==> src/rtl/eei_initiator_if.sv <==
// EEI custom-instruction bus between the core-side initiator (master) and the
// custom execution units (slave): request fields, operand array and response.
interface eei_initiator_if #(
    parameter int unsigned RS_MAX = 8,
    parameter int unsigned RD_MAX = 8
);
    logic                     eei_req;
    logic                     eei_ext;
    logic [2:0]               eei_funct3;
    logic [6:0]               eei_funct7;
    logic [4:0]               eei_batch_start;
    logic [4:0]               eei_batch_len;
    logic [RS_MAX-1:0][31:0]  eei_rs_val;
    logic                     eei_ack;
    logic                     eei_error;
    logic [1:0]               eei_rd_op;
    logic [4:0]               eei_rd_len;
    logic [RD_MAX-1:0][31:0]  eei_rd_val;

    modport master (
        output eei_req, eei_ext, eei_funct3, eei_funct7,
               eei_batch_start, eei_batch_len, eei_rs_val,
        input  eei_ack, eei_error, eei_rd_op, eei_rd_len, eei_rd_val
    );

    modport slave (
        input  eei_req, eei_ext, eei_funct3, eei_funct7,
               eei_batch_start, eei_batch_len, eei_rs_val,
        output eei_ack, eei_error, eei_rd_op, eei_rd_len, eei_rd_val
    );
endinterface

==> src/rtl/eei_initiator.sv <==
// Core-side EEI initiator: latches a custom instruction, gathers batch operands,
// holds eei_req until ack, then writes results back. Optional REQ watchdog: SOPHON_EEI_TIMEOUT_EN.
module eei_initiator #(
    parameter int unsigned RS_MAX = 8,
    parameter int unsigned RD_MAX = 8
`ifdef SOPHON_EEI_TIMEOUT_EN
   ,parameter int unsigned TIMEOUT_CYCLES = 255
`endif
) (
    input  logic        clk_i,
    input  logic        rst_ni,
    input  logic        issue_valid_i,
    output logic        issue_ready_o,
    input  logic        issue_ext_i,
    input  logic [2:0]  issue_funct3_i,
    input  logic [6:0]  issue_funct7_i,
    input  logic [4:0]  issue_rd_i,
    input  logic [31:0] issue_rs1_val_i,
    input  logic [31:0] issue_rs2_val_i,
    input  logic [4:0]  issue_batch_start_i,
    input  logic [4:0]  issue_batch_len_i,
    input  logic        kill_i,
    output logic [4:0]  rf_raddr_o,
    input  logic [31:0] rf_rdata_i,
    output logic        rf_we_o,
    output logic [4:0]  rf_waddr_o,
    output logic [31:0] rf_wdata_o,
    output logic        busy_o,
    output logic        done_o,
    output logic        error_o,
    eei_initiator_if.master eei
);

    typedef enum logic [2:0] {S_IDLE, S_GATHER, S_REQ, S_WB, S_DONE} state_e;

    state_e                  state_q, state_d;
    logic                    ext_q, ext_d;
    logic [2:0]              funct3_q, funct3_d;
    logic [6:0]              funct7_q, funct7_d;
    logic [4:0]              rd_q, rd_d;
    logic [4:0]              bstart_q, bstart_d;
    logic [4:0]              blen_q, blen_d;
    logic [4:0]              cnt_q, cnt_d;
    logic [1:0]              rd_op_q, rd_op_d;
    logic [4:0]              rd_len_q, rd_len_d;
    logic                    err_q, err_d;
    logic                    req_q, req_d;
    logic [RS_MAX-1:0][31:0] rs_val_q, rs_val_d;
    logic [RD_MAX-1:0][31:0] rd_val_q, rd_val_d;
    logic [4:0]              seq_addr;
    logic [31:0]             wb_val;

`ifdef SOPHON_EEI_TIMEOUT_EN
    localparam int unsigned TMO_W = $clog2(TIMEOUT_CYCLES + 1);
    logic [TMO_W-1:0] tmo_q, tmo_d;
    logic             tmo_hit;

    // Counter is held at zero outside REQ, so every REQ entry starts from zero.
    always_comb begin
        tmo_d   = (state_q == S_REQ) ? tmo_q + 1'b1 : '0;
        tmo_hit = (tmo_q == TMO_W'(TIMEOUT_CYCLES - 1));
    end

    always_ff @(posedge clk_i) begin
        if (!rst_ni) tmo_q <= '0;
        else         tmo_q <= tmo_d;
    end
`endif

    always_comb begin
        state_d    = state_q;
        ext_d      = ext_q;
        funct3_d   = funct3_q;
        funct7_d   = funct7_q;
        rd_d       = rd_q;
        bstart_d   = bstart_q;
        blen_d     = blen_q;
        cnt_d      = cnt_q;
        rd_op_d    = rd_op_q;
        rd_len_d   = rd_len_q;
        err_d      = err_q;
        rs_val_d   = rs_val_q;
        rd_val_d   = rd_val_q;
        rf_raddr_o = '0;
        rf_we_o    = 1'b0;
        rf_waddr_o = '0;
        rf_wdata_o = '0;
        // A flush in IDLE refuses the instruction rather than accepting it.
        issue_ready_o = (state_q == S_IDLE) && !kill_i;
        seq_addr   = bstart_q + cnt_q;
        wb_val     = '0;
        for (int unsigned i = 0; i < RD_MAX; i++) begin
            if (i == 32'(cnt_q)) wb_val = rd_val_q[i];
        end

        unique case (state_q)
            S_IDLE: begin
                if (issue_valid_i && issue_ready_o) begin
                    ext_d    = issue_ext_i;
                    funct3_d = issue_funct3_i;
                    funct7_d = issue_funct7_i;
                    rd_d     = issue_rd_i;
                    bstart_d = issue_batch_start_i;
                    blen_d   = issue_batch_len_i;
                    cnt_d    = '0;
                    err_d    = 1'b0;
                    rs_val_d = '0;
                    if (!issue_ext_i) begin
                        rs_val_d[0] = issue_rs1_val_i;
                        rs_val_d[1] = issue_rs2_val_i;
                        state_d     = S_REQ;
                    end else if (32'(issue_batch_len_i) > RS_MAX) begin
                        err_d   = 1'b1;
                        state_d = S_DONE;
                    end else if (issue_batch_len_i == '0) begin
                        state_d = S_REQ;
                    end else begin
                        state_d = S_GATHER;
                    end
                end
            end
            S_GATHER: begin
                if (kill_i) begin
                    state_d = S_IDLE;
                end else begin
                    // Slots past len were cleared at accept, so only slot k is written here.
                    rf_raddr_o = seq_addr;
                    for (int unsigned i = 0; i < RS_MAX; i++) begin
                        if (i == 32'(cnt_q)) rs_val_d[i] = (seq_addr == '0) ? '0 : rf_rdata_i;
                    end
                    if (cnt_q == blen_q - 5'd1) begin
                        cnt_d   = '0;
                        state_d = S_REQ;
                    end else begin
                        cnt_d = cnt_q + 5'd1;
                    end
                end
            end
            S_REQ: begin
                if (eei.eei_ack) begin
                    err_d    = eei.eei_error;
                    rd_op_d  = eei.eei_rd_op;
                    rd_len_d = eei.eei_rd_len;
                    rd_val_d = eei.eei_rd_val;
                    cnt_d    = '0;
                    if (eei.eei_error) begin
                        state_d = S_DONE;
                    end else if ((eei.eei_rd_op == 2'd3) ||
                                 ((eei.eei_rd_op == 2'd2) && (32'(eei.eei_rd_len) > RD_MAX))) begin
                        err_d   = 1'b1;
                        state_d = S_DONE;
                    end else if ((eei.eei_rd_op == 2'd0) ||
                                 ((eei.eei_rd_op == 2'd2) && (eei.eei_rd_len == '0))) begin
                        state_d = S_DONE;
                    end else begin
                        state_d = S_WB;
                    end
                end
`ifdef SOPHON_EEI_TIMEOUT_EN
                else if (tmo_hit) begin
                    err_d   = 1'b1;
                    state_d = S_DONE;
                end
`endif
            end
            S_WB: begin
                if (rd_op_q == 2'd1) begin
                    rf_we_o    = (rd_q != '0);
                    rf_waddr_o = rd_q;
                    rf_wdata_o = rd_val_q[0];
                    state_d    = S_DONE;
                end else begin
                    // x0 slots still take their cycle so batch timing stays fixed.
                    rf_we_o    = (seq_addr != '0);
                    rf_waddr_o = seq_addr;
                    rf_wdata_o = wb_val;
                    if (cnt_q == rd_len_q - 5'd1) begin
                        state_d = S_DONE;
                    end else begin
                        cnt_d = cnt_q + 5'd1;
                    end
                end
            end
            S_DONE: begin
                state_d = S_IDLE;
            end
            default: state_d = S_IDLE;
        endcase

        req_d = (state_d == S_REQ);
    end

    always_ff @(posedge clk_i) begin
        if (!rst_ni) begin
            state_q  <= S_IDLE;
            ext_q    <= 1'b0;
            funct3_q <= '0;
            funct7_q <= '0;
            rd_q     <= '0;
            bstart_q <= '0;
            blen_q   <= '0;
            cnt_q    <= '0;
            rd_op_q  <= '0;
            rd_len_q <= '0;
            err_q    <= 1'b0;
            req_q    <= 1'b0;
            rs_val_q <= '0;
            rd_val_q <= '0;
        end else begin
            state_q  <= state_d;
            ext_q    <= ext_d;
            funct3_q <= funct3_d;
            funct7_q <= funct7_d;
            rd_q     <= rd_d;
            bstart_q <= bstart_d;
            blen_q   <= blen_d;
            cnt_q    <= cnt_d;
            rd_op_q  <= rd_op_d;
            rd_len_q <= rd_len_d;
            err_q    <= err_d;
            req_q    <= req_d;
            rs_val_q <= rs_val_d;
            rd_val_q <= rd_val_d;
        end
    end

    assign busy_o              = (state_q != S_IDLE);
    assign done_o              = (state_q == S_DONE);
    assign error_o             = done_o && err_q;
    assign eei.eei_req         = req_q;
    assign eei.eei_ext         = ext_q;
    assign eei.eei_funct3      = funct3_q;
    assign eei.eei_funct7      = funct7_q;
    assign eei.eei_batch_start = bstart_q;
    assign eei.eei_batch_len   = blen_q;
    assign eei.eei_rs_val      = rs_val_q;

endmodule

==> src/flat_wrapper.sv <==
// flat-port wrapper written by rule: the top's interface ports become plain ports
module eei_initiator_flat 
#(
    parameter int unsigned RS_MAX = 8,
    parameter int unsigned RD_MAX = 8

)
  (clk_i, rst_ni, issue_valid_i, issue_ready_o, issue_ext_i, issue_funct3_i, issue_funct7_i, issue_rd_i, issue_rs1_val_i, issue_rs2_val_i, issue_batch_start_i, issue_batch_len_i, kill_i, rf_raddr_o, rf_rdata_i, rf_we_o, rf_waddr_o, rf_wdata_o, busy_o, done_o, error_o, eei_eei_req, eei_eei_ext, eei_eei_funct3, eei_eei_funct7, eei_eei_batch_start, eei_eei_batch_len, eei_eei_rs_val, eei_eei_ack, eei_eei_error, eei_eei_rd_op, eei_eei_rd_len, eei_eei_rd_val);
  eei_initiator_if #(.RS_MAX(RS_MAX), .RD_MAX(RD_MAX)) eei_i ();
  input  logic clk_i;
  input  logic rst_ni;
  input  logic issue_valid_i;
  output logic issue_ready_o;
  input  logic issue_ext_i;
  input  logic [2:0] issue_funct3_i;
  input  logic [6:0] issue_funct7_i;
  input  logic [4:0] issue_rd_i;
  input  logic [31:0] issue_rs1_val_i;
  input  logic [31:0] issue_rs2_val_i;
  input  logic [4:0] issue_batch_start_i;
  input  logic [4:0] issue_batch_len_i;
  input  logic kill_i;
  output logic [4:0] rf_raddr_o;
  input  logic [31:0] rf_rdata_i;
  output logic rf_we_o;
  output logic [4:0] rf_waddr_o;
  output logic [31:0] rf_wdata_o;
  output logic busy_o;
  output logic done_o;
  output logic error_o;
  output wire logic [$bits(eei_i.eei_req)-1:0] eei_eei_req;
  output wire logic [$bits(eei_i.eei_ext)-1:0] eei_eei_ext;
  output wire logic [$bits(eei_i.eei_funct3)-1:0] eei_eei_funct3;
  output wire logic [$bits(eei_i.eei_funct7)-1:0] eei_eei_funct7;
  output wire logic [$bits(eei_i.eei_batch_start)-1:0] eei_eei_batch_start;
  output wire logic [$bits(eei_i.eei_batch_len)-1:0] eei_eei_batch_len;
  output wire logic [$bits(eei_i.eei_rs_val)-1:0] eei_eei_rs_val;
  input wire logic [$bits(eei_i.eei_ack)-1:0] eei_eei_ack;
  input wire logic [$bits(eei_i.eei_error)-1:0] eei_eei_error;
  input wire logic [$bits(eei_i.eei_rd_op)-1:0] eei_eei_rd_op;
  input wire logic [$bits(eei_i.eei_rd_len)-1:0] eei_eei_rd_len;
  input wire logic [$bits(eei_i.eei_rd_val)-1:0] eei_eei_rd_val;
  assign eei_eei_req = eei_i.eei_req;
  assign eei_eei_ext = eei_i.eei_ext;
  assign eei_eei_funct3 = eei_i.eei_funct3;
  assign eei_eei_funct7 = eei_i.eei_funct7;
  assign eei_eei_batch_start = eei_i.eei_batch_start;
  assign eei_eei_batch_len = eei_i.eei_batch_len;
  assign eei_eei_rs_val = eei_i.eei_rs_val;
  assign eei_i.eei_ack = eei_eei_ack;
  assign eei_i.eei_error = eei_eei_error;
  assign eei_i.eei_rd_op = eei_eei_rd_op;
  assign eei_i.eei_rd_len = eei_eei_rd_len;
  assign eei_i.eei_rd_val = eei_eei_rd_val;
  eei_initiator #(.RS_MAX(RS_MAX), .RD_MAX(RD_MAX)) u_core (.clk_i(clk_i), .rst_ni(rst_ni), .issue_valid_i(issue_valid_i), .issue_ready_o(issue_ready_o), .issue_ext_i(issue_ext_i), .issue_funct3_i(issue_funct3_i), .issue_funct7_i(issue_funct7_i), .issue_rd_i(issue_rd_i), .issue_rs1_val_i(issue_rs1_val_i), .issue_rs2_val_i(issue_rs2_val_i), .issue_batch_start_i(issue_batch_start_i), .issue_batch_len_i(issue_batch_len_i), .kill_i(kill_i), .rf_raddr_o(rf_raddr_o), .rf_rdata_i(rf_rdata_i), .rf_we_o(rf_we_o), .rf_waddr_o(rf_waddr_o), .rf_wdata_o(rf_wdata_o), .busy_o(busy_o), .done_o(done_o), .error_o(error_o), .eei(eei_i));
endmodule
==> config.mk <==
export PLATFORM = sky130hd
export DESIGN_NAME = eei_initiator_flat
export DESIGN_NICKNAME = d
export VERILOG_FILES = /design/src/rtl/eei_initiator_if.sv /design/src/rtl/eei_initiator.sv /design/src/flat_wrapper.sv
export SDC_FILE = /design/constraint.sdc
export NUM_CORES = 1
export LEC_CHECK = 0
export CORE_UTILIZATION = 30
export DETAILED_ROUTE_END_ITERATION = 8
export DONT_BUFFER_PORTS = 1
export PLACE_DENSITY = 0.43
export SLEW_MARGIN = 20
export SYNTH_ARGS = -nofsm -noshare
export SYNTH_HDL_FRONTEND = slang
export SYNTH_SLANG_ARGS = --single-unit
==> constraint.sdc <==
create_clock -name clk_i -period 4.6 [get_ports clk_i]
set_input_delay 0.92 -clock clk_i [delete_from_list [all_inputs] [get_ports clk_i]]
set_output_delay 0.92 -clock clk_i [all_outputs]
set_load 0.03 [all_outputs]
; ---- After elaboration in Yosys (flattened, before gate mapping)
; Index checks and enable logic that the tools add are counted.
[word_totals]
register_bits = 555
out_inout_bits = 325
in_bits = 391
elab_cells = 152
[classes]
muxes = 56
magnitude_cmp = 2
add_sub_neg = 4
n_eq_ne = 30
reduce_logical = 32
[ops]
columns = cell, count
row1 = 32-bit 2-to-1 mux, 19
row2 = 256-bit 2-to-1 mux, 2
row3 = 256-bit case mux with 2 select lines, 1
row4 = 64-bit 2-to-1 mux, 1
row5 = 5-bit 2-to-1 mux, 10
row6 = 3-bit 2-to-1 mux, 11
row7 = 4-bit AND reduction, 8
row8 = "3-bit by 5-bit == test with 1-bit output, first input constant", 4
row9 = 5-bit logical NOT, 4
row10 = 5-bit case mux with 4 select lines, 1
row11 = "2-bit by 1-bit inequality test with 1-bit output, second input constant", 8
row12 = 3-bit case mux with 4 select lines, 1
row13 = "2-bit by 5-bit == test with 1-bit output, first input constant", 2
row14 = 5-bit == test, 2
row15 = "5-bit by 4-bit greater-than comparator with 1-bit output, second input constant", 2
row16 = "2-bit inequality test, second input constant", 5
row17 = 5-bit nonzero test, 2
row18 = "5-bit by 1-bit subtractor with 5-bit output, second input constant", 2
row19 = "3-bit by 2-bit == test with 1-bit output, second input constant", 3
row20 = 1-bit 2-to-1 mux, 8
row21 = 6-bit AND reduction, 1
row22 = "5-bit by 1-bit adder with 5-bit output, second input constant", 1
row23 = 5-bit adder, 1
row24 = "1-bit by 5-bit == test with 1-bit output, first input constant", 1
row25 = 16 further kinds, 24

; ---- Logic depth before layout (Yosys ltp)
[logic_depth]
ltp_word = 11
mapped_depth = 10

; ---- Worst setup path before layout
; No wires, ideal clock.
[synth_path]
path_type = reg2out
from = register u_core.cnt_q[1]
to = output port rf_wdata_o[31]
path_stages_with_launch = 8
required_time_ps = 3680
arrival_ps = 3157
setup_slack_ps = 523
path_cell_list = dfxtp_1 -> ha_1 -> clkbuf_1 -> buf_1 -> a21oi_1 -> o21ai_0 -> a221oi_1 -> a2111oi_0
[synth_between]
elab_chain_cells = 11
word_cells_on_any_way = 18
[synth_lines]
columns = element, line
row1 = start: declaration, eei_initiator.sv:43  ; logic [4:0] cnt_q, cnt_d;
row2 = start signal: assignment, eei_initiator.sv:217  ; cnt_q <= cnt_d;
row3 = 5-bit logical NOT, eei_initiator.sv:93  ; if (i == 32'(cnt_q)) wb_val = rd_val_q[i];
row4 = 32-bit 2-to-1 mux (7 in a row), eei_initiator.sv:93
row5 = 32-bit 2-to-1 mux (*), eei_initiator.sv:93
row6 = 32-bit 2-to-1 mux (*), eei_initiator.sv:167  ; if (rd_op_q == 2'd1) begin
row7 = 32-bit 2-to-1 mux (*), eei_initiator.sv:96  ; unique case (state_q)
row8 = end: declaration, flat_wrapper.sv:27  ; output logic [31:0] rf_wdata_o;
; Every way passes the cells marked *; elsewhere a longest branch is shown, timed or not.

; ---- Worst setup path in the final report
[layout_path]
from = register u_core.cnt_q[0]
to = output port rf_wdata_o[6]
; Same word-level chain as after synthesis.

==> summary.txt <==
Slew HR: 0.2553
Asr flop ratio synth: 0
CP endpoint kind: output port
Initial antenna violation count: 23
Status: finished clean
Maximum number of pins on one net before global-route repair: 179
TritonCTS buffer count: 66
Worst skew pair latency: 0.61 ns
Crit path capture: rf_wdata_o[6]
Crit Path Max Fanout: 18
Worst-path cell chain: inv_1, ha_2, nand2_1, nand2_1, buf_4, a221o_1, a221oi_1, a2111oi_1, buf_2
Worst setup margin: 0.1466 ns
Die Y: 276.6 µm
Total stage count of the critical path: 9
Placer Congestion: 0.8812
Initial core utilization: 0.3035
Distinct cells, synth: 64
Delay-heaviest family, CP: buffers and inverters
EDFF count, synth: 0
Syn Inst Count: 2658
Largest stage delay, worst path: 0.47 ns
Most frequent cells in the layout: 677 x nand2_1, 554 x dfxtp_1, 362 x a21oi_1
Max Slew Vio Count: 0
Area after DPL: 23670 µm²
# IOs: 716
Max Freq: 224.6 MHz
CTS root buf: clkbuf_16
PortBufs: 0
Type of the most critical hold path: in -> reg
Layout area overhead: 15.07%
Worst reg2reg path endpoint: u_core.eei.eei_rs_val[6]$_SDFFE_PN0P_
Vias in the first global route: 19627
Pre-antenna DRT Iters: 5
Layout Skew: 0.02144 ns
Total congestion overflow: 0
Via density: 5.700
Worst r2r path cells: 9
Crit path buffers/inverters: 3
Initial drt markers: 1617
Share of the yosys chip area belonging to registers: 0.4910
Final period util: 0.9681
CTS tree: done
Tmin final: 4.453 ns
DPL Wire Length: 69710 µm
Routed WL: 97180 µm
Commonest non-fill, non-tap cell in the layout: nand2_1
Setup TNS: 0 ns
CP Launch Point: u_core.cnt_q[0]$_SDFFE_PN0P_
Leakage: 0.008603 µW
Wire length per cell: 27.29 µm
Final setup viols: 0
CTS Buffer Depth: 3
Via count: 20296
Core Footprint: 74570 µm²
Reg clk slew, reported paths: 0.06 ns
WHS Path Cells: 2
Tot GR Track Use: 0.2442
# fillers: 7733
CP arrival: 3.53 ns
Avg Inst Size Synth: 8.514 µm²
Row cnt: 100
Pre-CTS WS: 0.5973 ns
Antenna Nets Post-Route: 0
Worst path slowest cell: a2111oi_1
Syn_nets: 3060
Critical path required time: 3.68 ns
Design area: 26040 µm²
Unrepaired setup endpoints after global routing: false
H-tree depth: 3
R2R setup slack: 1.12 ns
Layout cells sized above 1: 0.1019
Yosys reg bits: 555
Max-cap violations: 0
Final hold violation count: 0
Die ar.: 76530 µm²
Drt drc: 0
Crit path kind: reg -> out
Most Frequent Cell on Critical Path: nand2_1
RR Startpoint: u_core.eei.eei_batch_start[0]$_SDFFE_PN0P_
Measured slew at the worst slew-check pin: 1.117 ns
Clock sinks: 555
First-pass GRT wire length: 140000 µm
Synthesis Warnings: 0
Main flop type after synthesis: dfxtp_1
Die X: 276.6 µm
Post-Syn Area: 22630 µm²
Pwr Density: 435.7 nW/µm²
Highest ir drop seen on vdd: 0.1973 mV
Layout Nets: 2935
CP startpoint kind: flop
Hold-fix buffers, CTS: 0
[final cells by class]
cell class,count,area [µm²],area share
multi-input combinational,1800,10530,0.4045
antenna,12,30.03,0.001153
clock inverter,28,481.7,0.01850
clock buffer,87,1821,0.06991
inverter,16,67.56,0.002595
sequential,555,11110,0.4267
timing repair buffer,94,783.3,0.03008
tap,969,1212,0.04656
[cells in the mapped netlist (all sizes together), types with 10 or more instances]
cell type  number  area share
a221o          29       0.013
a32o          192       0.085
nand3b         32       0.011
dfxtp         555        0.49
o21ai         106       0.024
ha             10      0.0055
a2111oi        30       0.017
o22ai          31      0.0086
buf           104       0.022
nand2         681        0.11
a221oi         98       0.038
clkbuf        183       0.030
xnor2          14      0.0058
inv            16      0.0027
nor2          111       0.018
a21oi         374       0.083
[state kept, by name, indices dropped and copies added, names as in the netlist, 2 cells and up]
| signal | cells |
|---|---|
| u_core.eei.eei_funct7 | 7 |
| u_core.cnt_q | 5 |
| u_core.rd_val_q | 256 |
| u_core.eei.eei_batch_len | 5 |
| u_core.state_q | 3 |
| u_core.eei.eei_batch_start | 5 |
| u_core.rd_len_q | 5 |
| u_core.rd_op_q | 2 |
| u_core.eei.eei_funct3 | 3 |
| u_core.eei.eei_rs_val | 256 |
| u_core.rd_q | 5 |
[power breakdown]
group	total (µW)	switching, µW	internal (µW)
Sequential	5140	220	4920
Combinational	631	452	178
Clock	5570	2190	3380
[logic make-up (layout without fill, tap and decap cells)]
kind of cell,after synthesis,count (layout),share of synthesized area
and+or+nand+nor,878,878,0.1591
DFF,555,555,0.4910
xor gates and xnor gates,18,18,0.007299
other,0,12,0
buffers and inverters,303,225,0.05485
AOI/OAI and AO/OA,891,891,0.2804
adders and majority gates,11,11,0.006414
muxes,2,2,0.0009399
[worst min path at each step]
| stage | startpoint | to | slack (ns) |
|---|---|---|---|
| floorplan | u_core.rd_val_q[77]$_SDFFE_PN0P_ | u_core.rd_val_q[77]$_SDFFE_PN0P_ | 0.43 |
| global placement | u_core.rd_val_q[196]$_SDFFE_PN0P_ | u_core.rd_val_q[196]$_SDFFE_PN0P_ | 0.45 |
| detailed placement | u_core.rd_val_q[108]$_SDFFE_PN0P_ | u_core.rd_val_q[108]$_SDFFE_PN0P_ | 0.45 |
| CTS | eei_eei_rd_val[137] | u_core.rd_val_q[137]$_SDFFE_PN0P_ | 0.40 |
| global route | issue_batch_len_i[3] | u_core.eei.eei_batch_len[3]$_SDFFE_PN0P_ | 0.41 |
| finish | eei_eei_rd_val[196] | u_core.rd_val_q[196]$_SDFFE_PN0P_ | 0.43 |
[per-layer routing]
metal | vias up | track usage | share of wire
met3 | 160 | 0.07795 | 0.089
met2 | 862 | 0.4003 | 0.47
met4 | 18 | 0.08447 | 0.025
met5 | - | 0 | 0.0012
met1 | 9945 | 0.3003 | 0.41
li1 | 9311 | - | -
[stage by stage]
stage	std cells	power, µW	hold slack, ns	utilization
finish	3561	11340	0.4341	0.3492
global route	3558	11760	0.4142	0.3491
CTS	3548	11490	0.3971	0.3485
detailed placement	3433	5875	0.4467	0.3175
global placement	3432	5856	0.4465	0.3171
floorplan	2658	5665	0.4312	-
[repair_timing]
action                                  4_1_cts  5_1_grt
gates cloned                                  0        0
endpoints found under the setup margin        1       11
setup buffers                                 0        0
resized for setup                             1       12
No activity file was read; power rests on OpenSTA's default activity.
